$ cat config.mk
export PLATFORM = sky130hd
export DESIGN_NAME = cla_pipe_addsub_flat
export DESIGN_NICKNAME = d
export VERILOG_FILES = /design/src/rtl/cla_pipe_addsub_if.sv /design/src/rtl/cla_pipe_addsub.sv /design/src/flat_wrapper.sv
export SDC_FILE = /design/constraint.sdc
export NUM_CORES = 1
export LEC_CHECK = 0
export ABC_AREA = 1
export CAP_MARGIN = 20
export CORE_MARGIN = 5
export CORE_UTILIZATION = 30
export CTS_CLUSTER_SIZE = 25
export DETAILED_ROUTE_END_ITERATION = 8
export HOLD_SLACK_MARGIN = 0.08
export PLACE_DENSITY = 0.45
export SETUP_SLACK_MARGIN = 0.2
export SYNTH_ARGS = -nofsm -noshare
export SYNTH_HDL_FRONTEND = slang
export SYNTH_SLANG_ARGS = --single-unit
$ cat constraint.sdc
create_clock -name clk -period 2 [get_ports clk]
set_input_delay 0.4 -clock clk [delete_from_list [all_inputs] [get_ports clk]]
set_output_delay 0.4 -clock clk [all_outputs]
set_load 0.01 [all_outputs]
$ cat src/rtl/cla_pipe_addsub_if.sv
// Operand/result handshake bundle for the pipelined CLA adder/subtractor.
// The slave side is the adder; the master side is the operand source and result consumer.
interface cla_pipe_addsub_if #(
    parameter int unsigned WIDTH = 32
);
    logic             in_valid;
    logic             in_ready;
    logic [WIDTH-1:0] a;
    logic [WIDTH-1:0] b;
    logic             ci;
    logic             sub;
    logic             out_valid;
    logic             out_ready;
    logic [WIDTH-1:0] s;
    logic             co;
    logic             ovf;
    logic             zero;

    modport master (
        output in_valid, a, b, ci, sub, out_ready,
        input  in_ready, out_valid, s, co, ovf, zero
    );

    modport slave (
        input  in_valid, a, b, ci, sub, out_ready,
        output in_ready, out_valid, s, co, ovf, zero
    );
endinterface

$ cat src/rtl/cla_pipe_addsub.sv
// Pipelined carry-lookahead adder/subtractor: one BLK-bit lookahead block per stage,
// a single registered carry between blocks, valid/ready flow control with global stall.
module cla_pipe_addsub #(
    parameter int unsigned WIDTH = 32,
    parameter int unsigned BLK   = 8
) (
    input  logic           clk,
    input  logic           reset_n,
    cla_pipe_addsub_if.slave bus
);
    localparam int unsigned NB       = WIDTH / BLK;
    localparam int unsigned LAST_LSB = (NB - 1) * BLK;

    // Sum-of-products lookahead: every bit carry is formed directly from g/p and the block carry-in.
    function automatic logic [BLK:0] cla_blk(
        input logic [BLK-1:0] x,
        input logic [BLK-1:0] y,
        input logic           cin
    );
        logic [BLK-1:0] g;
        logic [BLK-1:0] p;
        logic [BLK:0]   c;
        logic           acc;
        logic           pp;
        g    = x & y;
        p    = x ^ y;
        c    = '0;
        c[0] = cin;
        for (int k = 0; k < int'(BLK); k++) begin
            acc = 1'b0;
            pp  = 1'b1;
            for (int j = k; j >= 0; j--) begin
                acc = acc | (g[j] & pp);
                pp  = pp & p[j];
            end
            c[k+1] = acc | (pp & cin);
        end
        return {c[BLK], p ^ c[BLK-1:0]};
    endfunction

    logic             stall;
    logic             out_valid_q;
    logic [WIDTH-1:0] s_q;
    logic             co_q;
    logic             ovf_q;
    logic             zero_q;
    logic [WIDTH-1:0] b_op;
    logic             c0;

    // Subtract is a + ~b + 1; ci only matters when adding.
    assign b_op  = bus.sub ? ~bus.b : bus.b;
    assign c0    = bus.sub | bus.ci;
    assign stall = out_valid_q & ~bus.out_ready;

    assign bus.in_ready  = ~stall;
    assign bus.out_valid = out_valid_q;
    assign bus.s         = s_q;
    assign bus.co        = co_q;
    assign bus.ovf       = ovf_q;
    assign bus.zero      = zero_q;

    // State presented to the last block: either the raw inputs or the stage NB-1 register.
    logic             pre_vld;
    logic [WIDTH-1:0] pre_sum;
    logic             pre_cy;
    logic [BLK-1:0]   pre_a;
    logic [BLK-1:0]   pre_b;
    logic             pre_sa;
    logic             pre_sb;

    generate
        if (NB == 1) begin : g_single
            assign pre_vld = bus.in_valid;
            assign pre_sum = '0;
            assign pre_cy  = c0;
            assign pre_a   = bus.a[BLK-1:0];
            assign pre_b   = b_op[BLK-1:0];
            assign pre_sa  = bus.a[WIDTH-1];
            assign pre_sb  = b_op[WIDTH-1];
        end else begin : g_pipe
            localparam int unsigned RW = WIDTH - BLK;

            logic             vld_q   [1:NB-1];
            logic [WIDTH-1:0] sum_q   [1:NB-1];
            logic             cy_q    [1:NB-1];
            logic [RW-1:0]    rem_a_q [1:NB-1];
            logic [RW-1:0]    rem_b_q [1:NB-1];
            logic             sa_q    [1:NB-1];
            logic             sb_q    [1:NB-1];
            logic [WIDTH-1:0] nxt_sum [1:NB-1];
            logic             nxt_cy  [1:NB-1];

            // Block k-1 feeds stage k; block 0 works straight off the inputs.
            always_comb begin : nxt_calc
                logic [BLK:0] r;
                for (int k = 1; k < int'(NB); k++) begin
                    nxt_sum[k] = '0;
                    nxt_cy[k]  = 1'b0;
                end
                r          = cla_blk(bus.a[BLK-1:0], b_op[BLK-1:0], c0);
                nxt_sum[1] = WIDTH'(r[BLK-1:0]);
                nxt_cy[1]  = r[BLK];
                for (int k = 2; k < int'(NB); k++) begin
                    r          = cla_blk(rem_a_q[k-1][BLK-1:0], rem_b_q[k-1][BLK-1:0], cy_q[k-1]);
                    nxt_sum[k] = sum_q[k-1] | (WIDTH'(r[BLK-1:0]) << ((k - 1) * int'(BLK)));
                    nxt_cy[k]  = r[BLK];
                end
            end

            // Unprocessed operand slices are kept right-aligned so the next block is always [BLK-1:0].
            always_ff @(posedge clk or negedge reset_n) begin
                if (!reset_n) begin
                    for (int k = 1; k < int'(NB); k++) begin
                        vld_q[k]   <= 1'b0;
                        sum_q[k]   <= '0;
                        cy_q[k]    <= 1'b0;
                        rem_a_q[k] <= '0;
                        rem_b_q[k] <= '0;
                        sa_q[k]    <= 1'b0;
                        sb_q[k]    <= 1'b0;
                    end
                end else if (!stall) begin
                    vld_q[1]   <= bus.in_valid;
                    sum_q[1]   <= nxt_sum[1];
                    cy_q[1]    <= nxt_cy[1];
                    rem_a_q[1] <= bus.a[WIDTH-1:BLK];
                    rem_b_q[1] <= b_op[WIDTH-1:BLK];
                    sa_q[1]    <= bus.a[WIDTH-1];
                    sb_q[1]    <= b_op[WIDTH-1];
                    for (int k = 2; k < int'(NB); k++) begin
                        vld_q[k]   <= vld_q[k-1];
                        sum_q[k]   <= nxt_sum[k];
                        cy_q[k]    <= nxt_cy[k];
                        rem_a_q[k] <= rem_a_q[k-1] >> BLK;
                        rem_b_q[k] <= rem_b_q[k-1] >> BLK;
                        sa_q[k]    <= sa_q[k-1];
                        sb_q[k]    <= sb_q[k-1];
                    end
                end
            end

            assign pre_vld = vld_q[NB-1];
            assign pre_sum = sum_q[NB-1];
            assign pre_cy  = cy_q[NB-1];
            assign pre_a   = rem_a_q[NB-1][BLK-1:0];
            assign pre_b   = rem_b_q[NB-1][BLK-1:0];
            assign pre_sa  = sa_q[NB-1];
            assign pre_sb  = sb_q[NB-1];
        end
    endgenerate

    logic [BLK:0]     fin_r;
    logic [WIDTH-1:0] fin_sum;

    always_comb begin
        fin_r   = cla_blk(pre_a, pre_b, pre_cy);
        fin_sum = pre_sum | (WIDTH'(fin_r[BLK-1:0]) << LAST_LSB);
    end

    // Output stage: result fields only update on a valid word, so they hold across bubbles.
    always_ff @(posedge clk or negedge reset_n) begin
        if (!reset_n) begin
            out_valid_q <= 1'b0;
            s_q         <= '0;
            co_q        <= 1'b0;
            ovf_q       <= 1'b0;
            zero_q      <= 1'b0;
        end else if (!stall) begin
            out_valid_q <= pre_vld;
            if (pre_vld) begin
                s_q    <= fin_sum;
                co_q   <= fin_r[BLK];
                ovf_q  <= (pre_sa == pre_sb) & (fin_sum[WIDTH-1] != pre_sa);
                zero_q <= (fin_sum == '0);
            end
        end
    end
endmodule

$ cat src/flat_wrapper.sv
// flat-port wrapper written by rule: the top's interface ports become plain ports
module cla_pipe_addsub_flat 
#(
    parameter int unsigned WIDTH = 32,
    parameter int unsigned BLK   = 8
)
  (clk, reset_n, bus_in_valid, bus_a, bus_b, bus_ci, bus_sub, bus_out_ready, bus_in_ready, bus_out_valid, bus_s, bus_co, bus_ovf, bus_zero);
  cla_pipe_addsub_if #(.WIDTH(WIDTH)) bus_i ();
  input  logic clk;
  input  logic reset_n;
  input wire logic [$bits(bus_i.in_valid)-1:0] bus_in_valid;
  input wire logic [$bits(bus_i.a)-1:0] bus_a;
  input wire logic [$bits(bus_i.b)-1:0] bus_b;
  input wire logic [$bits(bus_i.ci)-1:0] bus_ci;
  input wire logic [$bits(bus_i.sub)-1:0] bus_sub;
  input wire logic [$bits(bus_i.out_ready)-1:0] bus_out_ready;
  output wire logic [$bits(bus_i.in_ready)-1:0] bus_in_ready;
  output wire logic [$bits(bus_i.out_valid)-1:0] bus_out_valid;
  output wire logic [$bits(bus_i.s)-1:0] bus_s;
  output wire logic [$bits(bus_i.co)-1:0] bus_co;
  output wire logic [$bits(bus_i.ovf)-1:0] bus_ovf;
  output wire logic [$bits(bus_i.zero)-1:0] bus_zero;
  assign bus_i.in_valid = bus_in_valid;
  assign bus_i.a = bus_a;
  assign bus_i.b = bus_b;
  assign bus_i.ci = bus_ci;
  assign bus_i.sub = bus_sub;
  assign bus_i.out_ready = bus_out_ready;
  assign bus_in_ready = bus_i.in_ready;
  assign bus_out_valid = bus_i.out_valid;
  assign bus_s = bus_i.s;
  assign bus_co = bus_i.co;
  assign bus_ovf = bus_i.ovf;
  assign bus_zero = bus_i.zero;
  cla_pipe_addsub #(.WIDTH(WIDTH), .BLK(BLK)) u_core (.clk(clk), .reset_n(reset_n), .bus(bus_i));
endmodule
# --- Word-level counts from Yosys, hierarchy flattened ---
# Cells that the tools add are included.
classes:
  n_bitwise: 421
  muxes: 1
  n_reduce_logical: 2
  eq_ne: 2
op_table:
  columns: ["op", "count"]
  rows:
  - ["AND 1 bit", 258]
  - ["bitwise OR 1 bit", 145]
  - ["XOR 8 bit", 8]
  - ["AND 8 bit", 4]
  - ["zero test 32 bit", 1]
  - ["two-way mux 32 bit", 1]
  - ["inverter 32 bit", 1]
  - ["bitwise OR 32 x 24 -> 32 bit", 1]
  - ["bitwise OR 32 bit", 1]
  - ["bitwise OR 8 x 16 -> 16 bit", 1]
  - ["inverter 1 bit", 2]
  - ["AND reduction 2 bit", 1]
  - ["equality test 1 bit", 1]
  - ["inequality test 1 bit", 1]
word_totals:
  regBits: 216
  wordCells: 452
  in_bits: 70
  output_inout_bits: 37

# --- Logic depth before layout (Yosys ltp) ---
# Gate-level depths: netlist of the first run.
depth:
  word_depth: 13
  ltp_mapped: 15
  mapped_depth_nobuf: 13

# --- Worst setup path before layout of the first run ---
# OpenSTA, ideal clock, no wires.
synth_timing:
  path_kind: "input to register"
  startpoint: "in bus_sub"
  endpoint: "reg u_core.g_pipe.sum_q[71] (netlist bit)"
  path_slack_ns: -0.124
  t_arrival_ns: 2.006
  n_path_buf: 2
  cell_stages: 15
  required_time_ns: 1.882
  setup_ns: 0.118
  cell_sequence: "buf_2 -> buf_2 -> xor2_1 -> ha_1 -> inv_2 -> nor2_4 -> nand2_2 -> nor2_4 -> nand2_1 -> nor2_1 -> nor2_1 -> nand2_1 -> nand2_1 -> nand3_1 -> nand2_1"
synth_via:
  elab_chain_cells: 11
  elab_cells_between_ends: 25
  classes_between: "mux (1); bitwise (24)"
synth_rtl:
  columns: ["item", "line_no", "text"]
  rows:
  - ["from (decl)", "flat_wrapper.sv:15", "input wire logic [$bits(bus_i.sub)-1:0] bus_sub;"]
  - ["two-way mux 32 bit", "cla_pipe_addsub.sv:51", "assign b_op = bus.sub ? ~bus.b : bus.b;"]
  - ["AND 8 bit / XOR 8 bit (equally long branches)", "cla_pipe_addsub.sv:25, cla_pipe_addsub.sv:26", null]
  - ["AND 1 bit (on tied branches)", "cla_pipe_addsub.sv:33, cla_pipe_addsub.sv:34", null]
  - ["bitwise OR 1 bit, or another cell as far along (5 in series)", "cla_pipe_addsub.sv:33", "acc = acc | (g[j] & pp);"]
  - ["bitwise OR 1 bit / AND 1 bit (equally long branches)", "cla_pipe_addsub.sv:33, cla_pipe_addsub.sv:36", null]
  - ["bitwise OR 1 bit", "cla_pipe_addsub.sv:36", "c[k+1] = acc | (pp & cin);"]
  - ["XOR 8 bit (*)", "cla_pipe_addsub.sv:38", "return {c[BLK], p ^ c[BLK-1:0]};"]
  - ["to (signal, indexed assignment)", "cla_pipe_addsub.sv:132", "sum_q[k] <= nxt_sum[k];"]
  - ["to (decl)", "cla_pipe_addsub.sv:84", "logic [WIDTH-1:0] sum_q [1:NB-1];"]
# Every way passes the cells marked *; elsewhere a longest branch is shown, timed or not.
# A chain may end at the register's enable or synchronous reset.

# --- Worst setup path after layout of the first run ---
layout_timing:
  startpoint: "reg u_core.g_pipe.rem_b_q[0] (netlist bit)"
  endpoint: "reg u_core.zero_q (netlist: u_core.bus.zero)"
layout_via:
  elab_chain_cells: 7
  elab_cells_between_ends: 37
  classes_between: "bitwise (36); reduce/logical (1)"
layout_rtl:
  columns: ["item", "line_no", "text"]
  rows:
  - ["from (decl)", "cla_pipe_addsub.sv:87", "logic [RW-1:0] rem_b_q [1:NB-1];"]
  - ["from (signal, indexed assignment)", "cla_pipe_addsub.sv:135", "rem_b_q[k] <= rem_b_q[k-1] >> BLK;"]
  - ["AND 8 bit / XOR 8 bit (equally long branches)", "cla_pipe_addsub.sv:25, cla_pipe_addsub.sv:26", null]
  - ["AND 1 bit (on tied branches)", "cla_pipe_addsub.sv:33, cla_pipe_addsub.sv:34", null]
  - ["bitwise OR 1 bit / AND 1 bit (equally long branches)", "cla_pipe_addsub.sv:33, cla_pipe_addsub.sv:36", null]
  - ["bitwise OR 1 bit", "cla_pipe_addsub.sv:36", null]
  - ["XOR 8 bit (*)", "cla_pipe_addsub.sv:38", null]
  - ["bitwise OR 32 bit (*)", "cla_pipe_addsub.sv:157", "fin_sum = pre_sum | (WIDTH'(fin_r[BLK-1:0]) << LAST_LSB);"]
  - ["zero test 32 bit (*)", "cla_pipe_addsub.sv:174", "zero_q <= (fin_sum == '0);"]
  - ["to (signal assigned)", "cla_pipe_addsub.sv:174", null]
  - ["to (decl)", "cla_pipe_addsub.sv:46", "logic zero_q;"]
# Marked as above.

==> results of run 1 <==
## cells in the final DEF (no fill, tap or decap), types with 16 or more instances in the layout
master	netlist	routed
nor2_1	54	52
buf_4	4	42
xor2_1	26	25
clkdlybuf4s50_1	0	90
nand3_1	54	48
nand2_1	335	327
a21oi_1	20	16
dfrtp_1	186	186
ha_4	0	16
o21ai_0	130	129
clkbuf_16	0	17
inv_1	108	106
## worst reg2reg max path: stages (launching register included)
cell and delay (ns):
dfrtp_1 0.36, inv_2 0.06, fa_1 0.57, nand2_1 0.06
nor2_1 0.08, nand3_1 0.09, nor2_1 0.12, nand3_1 0.10
nor2_1 0.12, nand3_1 0.09, nand2_1 0.07
## cell type report
type / instances / area [µm²]
Clock buffer: 17 / 425
Clock inverter: 15 / 168
Fill cell: 3063 / 17800
Inverter: 111 / 420
Multi-Input combinational cell: 714 / 3920
Sequential cell: 186 / 4650
Tap cell: 390 / 488
Timing Repair Buffer: 161 / 1620
## path summary, 6_finish.rpt
check                                               from                        end  slack [ns]
worst min register to register   u_core.g_pipe.sum_q[37]    u_core.g_pipe.sum_q[37]        0.47
worst max-delay path            u_core.g_pipe.rem_b_q[0]            u_core.bus.zero        0.22
min in group asynchronous                        reset_n  u_core.g_pipe.rem_a_q[33]        0.50
max in group asynchronous                        reset_n    u_core.g_pipe.sum_q[36]        0.96
worst min-delay path             u_core.g_pipe.sum_q[37]    u_core.g_pipe.sum_q[37]        0.47
worst max register to register  u_core.g_pipe.rem_b_q[0]            u_core.bus.zero        0.22
## through the flow
stage	std cells	power, mW
final	1594	17.5
after global routing	1594	19.2
after CTS	1578	16.9
after detailed placement	1543	13.3
after global placement	1543	13.3
after floorplan	1058	10.7
## timing repair
item,4_1_cts,5_1_grt
pin swaps,9,34
endpoints found under the hold margin,104,0
gates resized for setup,10,60
setup endpoints to repair,7,29
hold buffers,1,0
setup buffers,2,16
## cells by family after synthesis
group | after synthesis | share of synthesized area (%)
xor gates and xnor gates | 39 | 3.84
AOI/OAI and AO/OA | 162 | 9.32
and+or+nand+nor | 477 | 22.0
adders and majority gates | 36 | 5.40
DFF | 186 | 52.3
buffers and inverters | 158 | 7.16
## per-layer routing
metal  GRT usage, %  vias to the layer above
met2           18.7                       99
li1               -                     3626
met3           2.67                       18
met1           20.3                     3120
met4           3.39                        0
met5              0                        -
## cell usage after synthesis (all sizes together) (13+ instances only)
cell    number  area share (%)
clkbuf      20            0.84
xnor2       13             1.3
inv        111             4.7
dfrtp      186              52
nand2      339              14
a21oi       20             1.1
nor2        62             3.0
nand3       54             3.0
buf         27             1.6
ha          32             4.5
o21ai      131             7.4
xor2        26             2.6
nand4       14            0.98
## power groups by stage
stage	logic (mW)	registers (mW)	clock network, mW
3_5_place_dp	6.96	6.38	0
5_1_grt	8.88	6.62	3.69
6_report	7.69	6.40	3.42
4_1_cts	7.07	6.31	3.53
3_3_place_gp	6.94	6.34	0
2_1_floorplan	4.47	6.26	0
## registers in the layout (all words and copies together) (netlist names), 2 cells and up
name	flops
u_core.g_pipe.cy_q	2
u_core.g_pipe.vld_q	2
u_core.g_pipe.rem_b_q	46
u_core.g_pipe.rem_a_q	45
u_core.g_pipe.sa_q	2
u_core.g_pipe.sum_q	24
u_core.bus.s	32
u_core.g_pipe.sb_q	2
u_core.pre_sum	24
==> reports/qor.yml, run 1 <==
clocking:
  htree_levels: 4
  cts_made_buffers: 17
  ctsLongestPathBuffers: 2
  clk_latency_ns: 0.43
  cts-root-buf: "clkbuf_16"
  cts_tree: "built"
  clkTransAtPathRegs_ns: 0.07
  cts.sinks: 186
worst_setup_path:
  cp_max_fo: 2
  cp_top_family: "simple AND/OR/NAND/NOR gates"
  path_cells: "inv_2, fa_1, nand2_1, nor2_1, nand3_1, nor2_1, nand3_1, nor2_1, nand3_1, nand2_1"
  worstRegToRegCells: 10
  cp_slowest_stage_delay_ns: 0.57
  crit_arrival_ns: 2.14
  cp_data_required_time_ns: 2.37
  slowest_stage: "fa_1"
  cp_num_cells: 10
  endpoint_kind: "flip-flop"
  path_class: "reg2reg"
  cp_num_buf_inv: 1
  crit_path_start_kind: "flip-flop"
hold_path:
  hold_path_class: "reg2reg"
  hold_depth: 2
timing:
  period_share_pct: 88.8
  rsz0062_at_grt: "yes"
  fin_ws_ns: 0.225
  slew-limit-headroom_pct: 63.2
  fmax_mhz: 563
  whs_ns: 0.473
  post-route-min-period_ns: 1.78
  tightest_slew_ns: 0.553
  setup_viol: 0
  fin_setup_tns_ns: 0
  slew_violations: 0
  finalHoldViolCount: 0
  finClkSkew_ns: 0.0142
detailed_routing:
  drcViolationCount: 0
  wl_met1_um: 11400
  vias: 6863
  wl_met3_um: 710
  routed_via_density: 4.31
  drt_first_pass_iters: 5
  drt-initial-drc-count: 267
  route.met2.wl_um: 8790
  drt-wirelength-per-cell_um: 13.3
  wirelength_um: 21200
  highest_layer: "met4"
  antenna_left: 0
floorplan:
  fp.dieArea_mm2: 0.0332
  initial_core_util_pct: 30.2
  die_h_um: 182
  num_io_pins: 107
  fp-row-count: 63
  dieWidth_um: 182
  coreArea_mm2: 0.0295
pwr:
  p_per_area_mw_per_mm2: 1500
  peakVddDrop_mv: 0.655
  p_switching_mw: 6.78
  power.leakage_nw: 5.70
  p_clk_share_pct: 19.5
  p_sw_share_pct: 38.7
  p_comb_share_pct: 43.9
  internal_power_mw: 10.7
  seqPwrFrac_pct: 36.6
synthesis:
  ys_ff_latch: 186
  synth_flop_cell: "dfrtp_1"
  syn_area_mm2: 0.00890
  async_flop_share_pct: 100
  syn-num-nets: 1164
  yosysWarnings: 0
  synth.avg_cell_area_um2: 8.41
  seq_area_frac_synth_pct: 52.3
  synth_cell_type_count: 28
  synth_edf_count: 0
  synth_cells: 1058
layout:
  fin_util_pct: 39.7
  nNetsFinal: 1297
  syn_to_final_growth_pct: 31.5
  insertedDiodeCount: 0
  drive_gt1_share_pct: 12.3
  design_area_mm2: 0.0117
placement:
  place_area_mm2: 0.0106
  io_buffers: 106
  place_ws_ns: -0.330
  gp_congestion: 0.854
  dp_hpwl_um: 15600
global_routing:
  grt_pass1_wl_um: 35600
  first_global_vias: 6806
  grt_max_degree: 63
  grt_usage_pct: 13.2
  overflow: 0
  antenna_found_initial: 0
flow_run:
  maxCapViolations: 0
run_status:
  outcome: "finished, final reports clean"
Power figures use the tool's default switching activity.
==> inputs of run 2 (changes only) <==
Settings changed: CORE_UTILIZATION 30 to 56, PLACE_DENSITY 0.45 to 0.77.
==> reports/qor.yml, run 2 (same netlist as run 1, synthesis figures left out) <==
run_status:
  outcome: "finished, final reports clean"  # unchanged
placement:
  place_inst: 1368  # was 1543
  dp_hpwl_um: 13600  # was 15600 µm
  gp_congestion: 0.905  # was 0.854
  io_buffers: 106  # unchanged
worst_setup_path:
  crit_arrival_ns: 2.16  # was 2.14 ns
  cp_data_required_time_ns: 2.37  # about the same
  rrSetupSlack_ns: 0.22  # about the same
  slowest_stage: "fa_1"  # unchanged
  endpoint_kind: "flip-flop"  # unchanged
  path_cells: "inv_2, fa_1, nand2_1, nor2_1, nand3_1, nor2_1, nand3_1, nor2_1, nand3_1, nand2_1"  # unchanged
  cp_max_fo: 2  # unchanged
  crit_path_start_kind: "flip-flop"  # unchanged
  cp_slowest_stage_delay_ns: 0.55  # was 0.57 ns
  path_class: "reg2reg"  # unchanged
detailed_routing:
  vias: 7259  # was 6863
  wl_met1_um: 9150  # was 11400 µm
  wl_met3_um: 1110  # was 710 µm
  route.met2.wl_um: 9590  # was 8790 µm
  drt-wirelength-per-cell_um: 14.2  # was 13.3 µm
  drcViolationCount: 0  # unchanged
  routed_via_density: 5.11  # was 4.31
  drt-initial-drc-count: 533  # was 267
  drt_first_pass_iters: 6  # was 5
  highest_layer: "met4"  # unchanged
  wirelength_um: 20200  # was 21200 µm
  antenna_left: 0  # unchanged
layout:
  nNetsFinal: 1300  # was 1297
  multi_input_area_mm2: 0.00389  # was 0.00392 mm²
  regMostFlops: "u_core.g_pipe.rem_b_q"  # unchanged
  drive_gt1_share_pct: 12.4  # was 12.3%
  finalNonFillerCells: 1421  # was 1594
  fill_cells: 1169  # was 3063
  seqCellArea_mm2: 0.00465  # unchanged
  mostFrequentLayoutCells: "nand2_1, dfrtp_1, o21ai_0"  # unchanged
  largest_reg_flops: 46  # unchanged
  syn_to_final_growth_pct: 28.5  # was 31.5%
  insertedDiodeCount: 0  # unchanged
  final_common_cell: "nand2_1"  # unchanged
floorplan:
  initial_core_util_pct: 56.6  # was 30.2%
  dieWidth_um: 136  # was 182 µm
  coreArea_mm2: 0.0157  # was 0.0295 mm²
  num_io_pins: 107  # unchanged
  die_h_um: 136  # was 182 µm
  fp.dieArea_mm2: 0.0185  # was 0.0332 mm²
  fp-row-count: 46  # was 63
timing:
  setup_viol: 0  # unchanged
  tightest_slew_ns: 0.553  # about the same
  period_share_pct: 89.2  # was 88.8%
  fin_setup_tns_ns: 0  # unchanged
  slew-limit-headroom_pct: 63.1  # was 63.2%
  rsz0062_at_grt: "yes"  # unchanged
  fmax_mhz: 561  # was 563 MHz
  finClkSkew_ns: 0.0108  # was 0.0142 ns
  slew_violations: 0  # unchanged
  post-route-min-period_ns: 1.78  # about the same
  finalHoldViolCount: 0  # unchanged
pwr:
  peakVddDrop_mv: 0.951  # was 0.655 mV
  p_total_mw: 17.5  # about the same
  p_per_area_mw_per_mm2: 1530  # was 1500 mW/mm²
  power.leakage_nw: 5.58  # was 5.70 nW
clocking:
  clk_latency_ns: 0.43  # about the same
  cts-root-buf: "clkbuf_16"  # unchanged
  clkTransAtPathRegs_ns: 0.07  # about the same
  cts.sinks: 186  # unchanged
  ctsLongestPathBuffers: 2  # unchanged
  cts_made_buffers: 17  # unchanged
  cts_tree: "built"  # unchanged
  htree_levels: 4  # unchanged
flow_run:
  maxCapViolations: 0  # unchanged
global_routing:
  grt_max_degree: 63  # unchanged
  overflow: 0  # unchanged
  grt_pass1_wl_um: 32400  # was 35600 µm
  antenna_found_initial: 0  # unchanged
  grt_usage_pct: 21.9  # was 13.2%
  first_global_vias: 6774  # was 6806
hold_path:
  hold_path_class: "in2async"  # was reg2reg
[run 2: changes by cell type in the layout (fill, tap and decap cells not counted), moves of 3 or more]
cell             delta
dlymetal6s2s_1     -11
clkdlybuf4s50_1     +9
buf_4               +5
nor2_1              -5
ha_4                -4
clkinv_2            -3
ha_1                +3
nor2_2              +3
[run 2: where the power goes]
group	internal (mW)	switching [mW]	leakage (nW)	total, mW
Clock	2.03	1.40	0.290	3.43
Sequential	5.40	1.01	2.25	6.42
Combinational	3.35	4.32	3.04	7.67
Total	10.8	6.73	5.58	17.5
[run 2: worst max-delay path, delay by kind of cell, from the launching register on]
family,cells,cell delay [ns]
flops,1,0.38
fa+ha+maj,1,0.55
simple gates,8,0.74
buf+inv,1,0.06
[run 2: final cells by class]
class                   instances  share of cell area, %
multi-input cells             714                   34.1
inverters                     111                   3.65
well taps                     216                   2.36
clock buffers                  21                   4.03
repair buffers                164                   14.0
flip-flops and latches        186                   40.7
clock inverters                 9                   1.20
[run 2: routing by layer]
layer	vias up	global-route usage, %
li1	3618	-
met1	3407	31.2
met2	206	34.0
met3	28	4.59
met4	0	7.00
met5	-	0
[run 2: timing repair]
action,in CTS,in global routing
buffers inserted,7,15
hold buffers,1,0
hold endpoints to repair,40,0
resized for setup,5,59
pin swaps,19,37
endpoints found under the setup margin,6,20
[run 2: stage by stage]
| step | util, % | setup slack, ns | instance area, µm² | hold WS [ns] |
|---|---|---|---|---|
| global route | 72.8 | 0.0875 | 11400 | 0.498 |
| detailed placement | 66.1 | -0.328 | 10400 | 0.359 |
| CTS | 70.3 | 0.186 | 11000 | 0.462 |
| global placement | 66.1 | -0.300 | 10400 | 0.354 |
| finish | 72.8 | 0.217 | 11400 | 0.459 |
| floorplan | - | -0.0170 | 8940 | 0.104 |
[run 2: path summary, 6_finish.rpt]
kind	start	to	cells after the start
worst min register to register	u_core.g_pipe.sum_q[33]	u_core.g_pipe.sum_q[33]	2
worst min-delay path	reset_n	u_core.g_pipe.rem_a_q[68]	2
worst max register to register	u_core.g_pipe.rem_a_q[0]	u_core.bus.zero	10
min in group clk	u_core.g_pipe.sum_q[33]	u_core.g_pipe.sum_q[33]	2
max in group asynchronous	reset_n	u_core.g_pipe.sum_q[68]	3
worst max-delay path	u_core.g_pipe.rem_a_q[0]	u_core.bus.zero	10
==> inputs of run 3 (changes only) <==
Settings changed: ABC_AREA 1 to 0, CORE_UTILIZATION 56 to 50, PLACE_DENSITY 0.77 to 0.7.
==> reports/qor.yml, run 3 <==
run_status:
  outcome: "complete, but fails checks"  # was finished, final reports clean
  violations: "setup timing"
placement:
  gp_congestion: 0.808  # was 0.905
  dp_hpwl_um: 12200  # was 13600 µm
  io_buffers: 106  # unchanged
  place_inst: 1196  # was 1368
detailed_routing:
  route.met2.wl_um: 7800  # was 9590 µm
  wl_met3_um: 787  # was 1110 µm
  wirelength_um: 17500  # was 20200 µm
  vias: 6202  # was 7259
  routed_via_density: 5.02  # was 5.11
  drt-wirelength-per-cell_um: 14.2  # about the same
  drt_first_pass_iters: 5  # was 6
  drcViolationCount: 0  # unchanged
  antenna_left: 0  # unchanged
  wl_met1_um: 8620  # was 9150 µm
  highest_layer: "met4"  # unchanged
  drt-initial-drc-count: 359  # was 533
synthesis:
  synth_flop_cell: "dfrtp_1"  # unchanged
  synth_cell_type_count: 47  # was 28
  async_flop_share_pct: 100  # unchanged
  yosysMostFrequentCell: "nand2_1"  # unchanged
  ys_ff_latch: 186  # unchanged
  syn-num-nets: 980  # was 1164
  yosysTopAreaCell: "dfrtp_1"  # unchanged
  synth_edf_count: 0  # unchanged
  yosysTopAreaCellShare_pct: 54.8  # was 52.3%
  syn_area_mm2: 0.00849  # was 0.00890 mm²
  yosysWarnings: 0  # unchanged
  synth.avg_cell_area_um2: 9.72  # was 8.41 µm²
  seq_area_frac_synth_pct: 54.8  # was 52.3%
  synthTopCellsByArea: "dfrtp_1, nand2_1, ha_1, mux2_2, xnor2_1"  # was dfrtp_1, nand2_1, o21ai_0, inv_1, ha_1
  synth_cells: 874  # was 1058
  netlist_top_cells_count: "nand2_1, dfrtp_1, o21ai_0"  # unchanged
clocking:
  cts_made_buffers: 17  # unchanged
  ctsLongestPathBuffers: 2  # unchanged
  cts_tree: "built"  # unchanged
  cts-root-buf: "clkbuf_16"  # unchanged
  cts.sinks: 186  # unchanged
  htree_levels: 4  # unchanged
  clk_latency_ns: 0.43  # about the same
  clkTransAtPathRegs_ns: 0.07  # about the same
layout:
  largest_reg_flops: 46  # unchanged
  fin_util_pct: 65.4  # was 72.8%
  finalNonFillerCells: 1236  # was 1421
  nNetsFinal: 1110  # was 1300
  drive_gt1_share_pct: 14.1  # was 12.4%
  final_common_cell: "nand2_1"  # unchanged
  regMostFlops: "u_core.g_pipe.rem_b_q"  # unchanged
  insertedDiodeCount: 0  # unchanged
  syn_to_final_growth_pct: 28.1  # was 28.5%
  mostFrequentLayoutCells: "nand2_1, dfrtp_1, clkdlybuf4s50_1"  # was nand2_1, dfrtp_1, o21ai_0
pwr:
  power.leakage_nw: 5.15  # was 5.58 nW
  p_total_mw: 17.3  # was 17.5 mW
  p_per_area_mw_per_mm2: 1590  # was 1530 mW/mm²
  peakVddDrop_mv: 0.882  # was 0.951 mV
worst_setup_path:
  crit_arrival_ns: 2.48  # was 2.16 ns
  crit_path_start_kind: "flip-flop"  # unchanged
  cp_data_required_time_ns: 2.33  # was 2.37 ns
  cp_max_fo: 2  # unchanged
  endpoint_kind: "flip-flop"  # unchanged
  worstRegToRegCells: 7  # was 10
  path_class: "reg2reg"  # unchanged
floorplan:
  fp-row-count: 47  # was 46
  coreArea_mm2: 0.0166  # was 0.0157 mm²
  num_io_pins: 107  # unchanged
  fp.dieArea_mm2: 0.0197  # was 0.0185 mm²
  die_h_um: 140  # was 136 µm
  dieWidth_um: 140  # was 136 µm
  initial_core_util_pct: 51.0  # was 56.6%
timing:
  fin_ws_ns: -0.148  # was 0.217 ns
  whs_ns: 0.322  # was 0.459 ns
  period_share_pct: 107  # was 89.2%
  finalHoldViolCount: 0  # unchanged
  setup_viol: 4  # was 0
  slew-limit-headroom_pct: 56.8  # was 63.1%
  finClkSkew_ns: 0.00977  # was 0.0108 ns
  post-route-min-period_ns: 2.15  # was 1.78 ns
  fmax_mhz: 466  # was 561 MHz
  tightest_slew_ns: 0.648  # was 0.553 ns
  rsz0062_at_grt: "yes"  # unchanged
  slew_violations: 0  # unchanged
global_routing:
  grt_pass1_wl_um: 29400  # was 32400 µm
  first_global_vias: 5908  # was 6774
  antenna_found_initial: 0  # unchanged
  overflow: 0  # unchanged
  grt_usage_pct: 18.3  # was 21.9%
  grt_max_degree: 85  # was 63
flow_run:
  maxCapViolations: 0  # unchanged
hold_path:
  hold_path_class: "in2async"  # unchanged
## run 3: changes by cell type after synthesis, sizes merged, moves of 7 or more
| cell | delta |
|---|---|
| a21o | +9 |
| buf | -12 |
| inv | -97 |
| mux2 | +26 |
| nand3 | -50 |
| nand4 | -10 |
| nor2 | -42 |
| nor3 | +8 |
| o21a | +7 |
| o21ai | -92 |
| o31ai | +16 |
| xnor2 | +17 |
| xor2 | -9 |
## run 3: layout make-up
| type | instances | area [µm²] |
|---|---|---|
| fill | 1347 | 5770 |
| sequential | 186 | 4650 |
| multi-input combinational | 633 | 3840 |
| timing repair buffer | 152 | 1500 |
| clock buffer | 21 | 460 |
| tap | 220 | 275 |
| clock inverter | 10 | 95.1 |
| inverter | 14 | 55.1 |
## run 3: final timing paths
check / from / endpoint / slack, ns
min reg2reg: u_core.g_pipe.rem_a_q[68] / u_core.g_pipe.rem_a_q[68] / 0.47
min in group clk: u_core.g_pipe.rem_a_q[68] / u_core.g_pipe.rem_a_q[68] / 0.47
max reg2reg: u_core.g_pipe.rem_b_q[0] / u_core.bus.zero / -0.15
max in group asynchronous: reset_n / u_core.g_pipe.rem_a_q[62] / 0.85
min: reset_n / u_core.g_pipe.sum_q[67] / 0.32
max: u_core.g_pipe.rem_b_q[0] / u_core.bus.zero / -0.15
## run 3: worst max-delay path, stage by stage (launching register included)
cell,delay (ns)
dfrtp_1,0.36
inv_2,0.05
fa_1,0.58
nor4b_4,0.20
nand4_1,0.20
a2111oi_4,0.27
o2111ai_1,0.16
o31ai_1,0.23
## run 3: metrics by stage
step           TNS [ns]  setup WS, ns  area (µm²)
6_report         -0.302        -0.148       10900
5_1_grt          -0.964        -0.274       10900
4_1_cts          -0.676        -0.194       10700
3_5_place_dp      -2.41        -0.394       10100
3_3_place_gp      -1.93        -0.327       10100
2_1_floorplan    -0.299        -0.114        8590
## run 3: logic make-up after synthesis
logic type                 share of synthesized area [%]
adders and majority gates                           5.66
xor gates and xnor gates                            4.85
buffers and inverters                               2.52
and+or+nand+nor                                     18.8
AOI/OAI and AO/OA                                   9.96
DFF                                                 54.8
muxes                                               3.45
## run 3: routing by layer
metal,track usage [%],vias to the layer above
met5,0,-
met4,6.27,0
met3,3.34,19
met2,26.7,138
met1,27.7,2900
li1,-,3145
## run 3: what timing repair did
action / 4_1_cts / 5_1_grt
gates resized for setup: 17 / 28
endpoints found under the setup margin: 19 / 23
pin swaps: 28 / 32
hold buffers: 1 / 0
setup buffers: 4 / 4
hold endpoints to repair: 134 / 0
## run 3: power breakdown
group          switching [mW]  internal [mW]  total [mW]
logic                    3.80           3.76        7.56
registers                1.11           5.44        6.55
clock network            1.39           1.78        3.16
